[src/rtl/efb_arb_pkg.sv]
// Shared definitions for the EFB Wishbone arbiter: FSM encoding,
// requester indices and default watchdog settings (WB_TIMEOUT_EN builds).
package efb_arb_pkg;

  typedef enum logic [1:0] {
    IDLE = 2'd0,
    BUS  = 2'd1,
    DONE = 2'd2
  } arb_state_t;

  localparam logic REQ_CPU = 1'b0;
  localparam logic REQ_HW  = 1'b1;

  localparam int         DEFAULT_TIMEOUT_CYCLES = 255;
  localparam logic [7:0] DEFAULT_TIMEOUT_DATA   = 8'hEE;

endpackage

[src/rtl/rr_arb2.sv]
// Two-way round-robin picker. A lone request always wins; on a tie the
// requester that was not granted last time wins.
module rr_arb2 (
  input  logic valid0,
  input  logic valid1,
  input  logic last,
  output logic grant_valid,
  output logic grant_idx
);

  // Pick the winner purely from current requests and the last-granted pointer.
  always_comb begin
    grant_valid = valid0 | valid1;
    if (valid0 && valid1) begin
      grant_idx = ~last;
    end else begin
      grant_idx = valid1;
    end
  end

endmodule

[src/rtl/efb_wb_arbiter.sv]
// Arbiter/sequencer in front of the EFB 8-bit Wishbone slave port.
// Two requesters with picorv32-style valid/ready; one Wishbone classic
// cycle at a time. Optional bus watchdog enabled by defining WB_TIMEOUT_EN.
//
// Handshake: a requester raises rN_valid with we/addr/wdata stable and holds
// it until it sees rN_ready=1 for one cycle; it must drop valid on the edge
// where it samples ready. rN_rdata/rN_err are meaningful only while rN_ready=1.
// On the Wishbone side, cyc/stb stay high with address/data stable until the
// slave's ack is sampled on a rising clk edge.
module efb_wb_arbiter
  import efb_arb_pkg::*;
#(
  parameter int ADDR_W = 8,
  parameter int DATA_W = 8
`ifdef WB_TIMEOUT_EN
  ,
  parameter int                TIMEOUT_CYCLES = DEFAULT_TIMEOUT_CYCLES,
  parameter logic [DATA_W-1:0] TIMEOUT_DATA   = DATA_W'(DEFAULT_TIMEOUT_DATA)
`endif
) (
  input  logic              clk,
  input  logic              resetn,
  input  logic              r0_valid,
  input  logic              r0_we,
  input  logic [ADDR_W-1:0] r0_addr,
  input  logic [DATA_W-1:0] r0_wdata,
  output logic              r0_ready,
  output logic [DATA_W-1:0] r0_rdata,
  output logic              r0_err,
  input  logic              r1_valid,
  input  logic              r1_we,
  input  logic [ADDR_W-1:0] r1_addr,
  input  logic [DATA_W-1:0] r1_wdata,
  output logic              r1_ready,
  output logic [DATA_W-1:0] r1_rdata,
  output logic              r1_err,
  output logic              wb_cyc,
  output logic              wb_stb,
  output logic              wb_we,
  output logic [ADDR_W-1:0] wb_adr,
  output logic [DATA_W-1:0] wb_dat_o,
  input  logic [DATA_W-1:0] wb_dat_i,
  input  logic              wb_ack,
  output logic              gnt,
  output arb_state_t        dbg_state
);

  arb_state_t state_q;
  logic       last_q;
  logic       gnt_q;
  logic       cyc_q;
  logic       we_q;
  logic [ADDR_W-1:0] adr_q;
  logic [DATA_W-1:0] dat_q;
  logic       r0_ready_q, r1_ready_q;
  logic [DATA_W-1:0] r0_rdata_q, r1_rdata_q;
  logic       grant_valid;
  logic       grant_idx;

`ifdef WB_TIMEOUT_EN
  localparam int CNT_W = 16;
  logic [CNT_W-1:0] cnt_q;
  logic             r0_err_q, r1_err_q;
`endif

  rr_arb2 u_pick (
    .valid0      (r0_valid),
    .valid1      (r1_valid),
    .last        (last_q),
    .grant_valid (grant_valid),
    .grant_idx   (grant_idx)
  );

  // Sequencer FSM: IDLE grants and latches, BUS waits for ack, DONE pulses ready.
  always_ff @(posedge clk) begin
    if (!resetn) begin
      state_q    <= IDLE;
      last_q     <= REQ_HW;
      gnt_q      <= REQ_HW;
      cyc_q      <= 1'b0;
      we_q       <= 1'b0;
      adr_q      <= '0;
      dat_q      <= '0;
      r0_ready_q <= 1'b0;
      r1_ready_q <= 1'b0;
      r0_rdata_q <= '0;
      r1_rdata_q <= '0;
`ifdef WB_TIMEOUT_EN
      cnt_q      <= '0;
      r0_err_q   <= 1'b0;
      r1_err_q   <= 1'b0;
`endif
    end else begin
      // Ready is a single-cycle pulse; it is only raised on the edge into DONE.
      r0_ready_q <= 1'b0;
      r1_ready_q <= 1'b0;
      case (state_q)
        IDLE: begin
          if (grant_valid) begin
            gnt_q   <= grant_idx;
            we_q    <= (grant_idx == REQ_HW) ? r1_we    : r0_we;
            adr_q   <= (grant_idx == REQ_HW) ? r1_addr  : r0_addr;
            dat_q   <= (grant_idx == REQ_HW) ? r1_wdata : r0_wdata;
            cyc_q   <= 1'b1;
            state_q <= BUS;
`ifdef WB_TIMEOUT_EN
            cnt_q   <= '0;
`endif
          end
        end
        BUS: begin
          if (wb_ack) begin
            // Ack wins even if the watchdog expires in the same cycle.
            cyc_q   <= 1'b0;
            state_q <= DONE;
            if (gnt_q == REQ_CPU) begin
              r0_ready_q <= 1'b1;
              r0_rdata_q <= wb_dat_i;
`ifdef WB_TIMEOUT_EN
              r0_err_q   <= 1'b0;
`endif
            end else begin
              r1_ready_q <= 1'b1;
              r1_rdata_q <= wb_dat_i;
`ifdef WB_TIMEOUT_EN
              r1_err_q   <= 1'b0;
`endif
            end
          end
`ifdef WB_TIMEOUT_EN
          else if (cnt_q == CNT_W'(TIMEOUT_CYCLES - 1)) begin
            // Counter counts completed BUS cycles; this is the last allowed one.
            cyc_q   <= 1'b0;
            state_q <= DONE;
            if (gnt_q == REQ_CPU) begin
              r0_ready_q <= 1'b1;
              r0_rdata_q <= TIMEOUT_DATA;
              r0_err_q   <= 1'b1;
            end else begin
              r1_ready_q <= 1'b1;
              r1_rdata_q <= TIMEOUT_DATA;
              r1_err_q   <= 1'b1;
            end
          end else begin
            cnt_q <= cnt_q + 1'b1;
          end
`endif
        end
        DONE: begin
          last_q  <= gnt_q;
          state_q <= IDLE;
        end
        default: state_q <= IDLE;
      endcase
    end
  end

  assign wb_cyc    = cyc_q;
  assign wb_stb    = cyc_q;
  assign wb_we     = we_q;
  assign wb_adr    = adr_q;
  assign wb_dat_o  = dat_q;
  assign gnt       = gnt_q;
  assign dbg_state = state_q;
  assign r0_ready  = r0_ready_q;
  assign r1_ready  = r1_ready_q;
  assign r0_rdata  = r0_rdata_q;
  assign r1_rdata  = r1_rdata_q;
`ifdef WB_TIMEOUT_EN
  assign r0_err    = r0_err_q;
  assign r1_err    = r1_err_q;
`else
  assign r0_err    = 1'b0;
  assign r1_err    = 1'b0;
`endif

endmodule

[config.mk]
export PLATFORM = sky130hd
export DESIGN_NAME = efb_wb_arbiter
export DESIGN_NICKNAME = d
export VERILOG_FILES = /design/src/rtl/efb_arb_pkg.sv /design/src/rtl/rr_arb2.sv /design/src/rtl/efb_wb_arbiter.sv
export SDC_FILE = /design/constraint.sdc
export NUM_CORES = 1
export LEC_CHECK = 0
export BUFFER_PORTS_ARGS = -buffer_cell sky130_fd_sc_hd__buf_4
export CORE_ASPECT_RATIO = 0.9
export CORE_MARGIN = 3
export CORE_UTILIZATION = 44
export DETAILED_ROUTE_END_ITERATION = 16
export PLACE_DENSITY = 0.78
export SYNTH_ARGS = -nofsm -noshare
export SYNTH_HDL_FRONTEND = slang
export SYNTH_HIERARCHICAL = 1
export SYNTH_SLANG_ARGS = --single-unit
[constraint.sdc]
create_clock -name clk -period 1.55 [get_ports clk]
set_clock_uncertainty 0.05 [all_clocks]
set_input_delay 0.31 -clock clk [delete_from_list [all_inputs] [get_ports clk]]
set_output_delay 0.31 -clock clk [all_outputs]
set_load 0.05 [all_outputs]
==> flow_metrics.tcl <==
set metrics [dict create \
    status "finished clean" \
    rsz0062_at_grt "false" \
    grt.total_usage_pct 18.4 \
    cp-endpoint "dbg_state[0]" \
    final_max_slew_viol_count 0 \
    final-setup-viol-count 0 \
    hold_violations 0 \
    htreeDepth 2 \
    hold_class "primary input to flip-flop" \
    p_leak_nw 1.10 \
    drive_gt1_share_pct 45.4 \
    max_stage_delay_ns 0.45 \
    post_cts_resized 0 \
    cp.depth 1 \
    antenna_cells 0 \
    tns_ns 0 \
    port_buffers 86 \
    ff2ff_setup_slack_ns 0.23 \
    drc 0 \
    fp.dieArea_sq_um 4610 \
    fp.dieH_um 64.7 \
    dp_hpwl_um 3070 \
    worst-path-buf-inv 1 \
    reg2regPathDepth 4 \
    fin_area_sq_um 2460 \
    cp.required_ns 1.19 \
    maxCapViolCount 0 \
    synth_warnings 6 \
    finalCritPeriodShare_pct 86.0 \
    irDropWorstVdd_uv 613 \
    reg2reg_to "wb_dat_o[3]" \
    post_cts_buffers 0 \
    wl_um 3980 \
    clockBufferDepth 2 \
    min_period_ns 1.33 \
    cts.sinks 40 \
    clock_latency_ns 0.29 \
    ant_nets 0 \
    netlist_instances 176 \
    grt_max_degree 45 \
    cp-end-kind "output port" \
    ys_types 27 \
    worstPathArrival_ns 0.97 \
    via_count 1542 \
    synth_edf_count 0 \
    ctsHoldBuffers 0 \
    cts_buffers 5 \
    grt_pass1_vias 1549 \
    ys_async_sr_fraction_pct 0 \
    crit_chain "buf_4" \
    antenna_found_initial 0 \
    setup.worst_path.start "dbg_state[0]" \
    crit_path_top_delay_cell "dfxtp_2" \
    critical_path_class "flip-flop to output port" \
    ys_seq_elements 40 \
    max_freq_ghz 0.750 \
    die_w_um 71.2 \
    grt-ovfl-total 0 \
    via_per_inst 5.07 \
    wl_per_cell_um 13.1 \
    drt-initial-drc-count 95 \
    drt_first_pass_iters 4 \
    dpl_cell_area_sq_um 2360 \
    cp-start-kind "flip-flop" \
    num-nets-final 306 \
    cts_tree "built" \
    io_pins 89 \
    synth-main-ff-cell "dfxtp_1" \
    grt_pass1_wl_um 6850 \
    cts.clk_slew.worst_paths_ns 0.08 \
    core_area_sq_um 3530 \
    rows 20 \
    crit_family "flip-flops" \
    synth.avg_cell_area_sq_um 9.57 \
    initial_core_util_pct 47.7 \
    area_growth_syn_to_layout_pct 45.9 \
    syn_area_sq_um 1680 \
    cp_max_fo 13 \
    timing.rr.start "dbg_state[1]" \
    cts_root_buf "clkbuf_8" \
    p_per_area_nw_per_um2 1020 \
    gp_congestion 0.707 \
    yosysSeqAreaShare_pct 47.5 \
    hold_start "resetn" \
]
## layout make-up
type                       instances  area, sq um
fill                             304         1070
sequential                        40          805
multi-input combinational        114          753
timing repair buffer              95          738
clock buffer                       6         82.6
tap                               44         55.1
inverter                           3         13.8
clock inverter                     2         10.0
## worst min-delay path by stage
stage / endpoint / slack [ns] / depth (start not counted)
2_1_floorplan: last_q / 0.40 / 2
3_3_place_gp: r0_rdata[5] / 0.40 / 2
3_5_place_dp: r0_rdata[4] / 0.40 / 2
4_1_cts: r0_ready / 0.22 / 3
5_1_grt: r0_ready / 0.22 / 3
6_report: r0_ready / 0.22 / 3
## Yosys cell counts, types with 2 or more instances
| master | count | area [sq um] |
|---|---|---|
| buf_2 | 5 | 25.0 |
| buf_4 | 3 | 22.5 |
| buf_6 | 2 | 22.5 |
| clkbuf_1 | 9 | 33.8 |
| dfxtp_1 | 40 | 801 |
| inv_1 | 2 | 7.51 |
| mux2i_1 | 18 | 180 |
| nand2_1 | 11 | 41.3 |
| nand2b_1 | 3 | 18.8 |
| nand3_1 | 16 | 80.1 |
| nor2_1 | 4 | 15.0 |
| o211ai_1 | 17 | 128 |
| o21ai_1 | 23 | 115 |
| o21ai_2 | 10 | 87.6 |
## power by group
group | switching [mW] | internal, mW | leakage [nW]
Combinational | 0.426 | 0.254 | 0.724
Clock | 0.344 | 0.355 | 0.0510
Sequential | 0.0438 | 1.10 | 0.328
Total | 0.813 | 1.70 | 1.10
## per-layer routing
metal | GRT usage [%] | up-vias | wire length (um)
li1 | - | 801 | -
met1 | 21.7 | 694 | 1650
met2 | 32.1 | 43 | 2060
met3 | 4.96 | 4 | 242
met4 | 5.63 | 0 | 31
met5 | 0 | - | 0
## per-stage QoR
| step | instances | setup WS [ns] | util, % | hold WS (ns) | power (mW) |
|---|---|---|---|---|---|
| after CTS | 304 | 0.208 | 69.6 | 0.218 | 2.54 |
| final | 304 | 0.217 | 69.6 | 0.217 | 2.52 |
| after global routing | 304 | 0.163 | 69.6 | 0.216 | 2.63 |
| after global placement | 296 | 0.187 | 67.0 | 0.396 | 1.84 |
| after floorplan | 177 | 0.0969 | - | 0.395 | 1.61 |
| after detailed placement | 296 | 0.148 | 67.0 | 0.400 | 1.85 |
## sequential cells by signal, indices dropped and copies added, names as in the netlist
name and cells:
r1_rdata 8, r1_ready 1, r0_rdata 8, gnt 1
wb_cyc 1, last_q 1, wb_dat_o 8, wb_adr 8
wb_we 1, r0_ready 1, dbg_state 2
## layout by cell type (no fill, tap or decap), types with 2 or more instances in the layout
master and count:
mux2i_1 18, dfxtp_1 37, dfxtp_2 3, nor2_1 4
inv_1 2, buf_4 93, o21ai_1 23, o21ai_2 10
o211ai_1 17, clkinv_2 2, nand2_1 11, conb_1 2
clkbuf_8 6, buf_12 2, nand2b_1 3, nand3_1 16
## cell families after synthesis
logic type	after synthesis	synth area share, %
compound gates	55	21.8
flops	40	47.5
simple gates	39	11.6
buf+inv	23	8.17
mux	18	10.7
other cells	1	0.223
(Power assumes the default switching activity.)
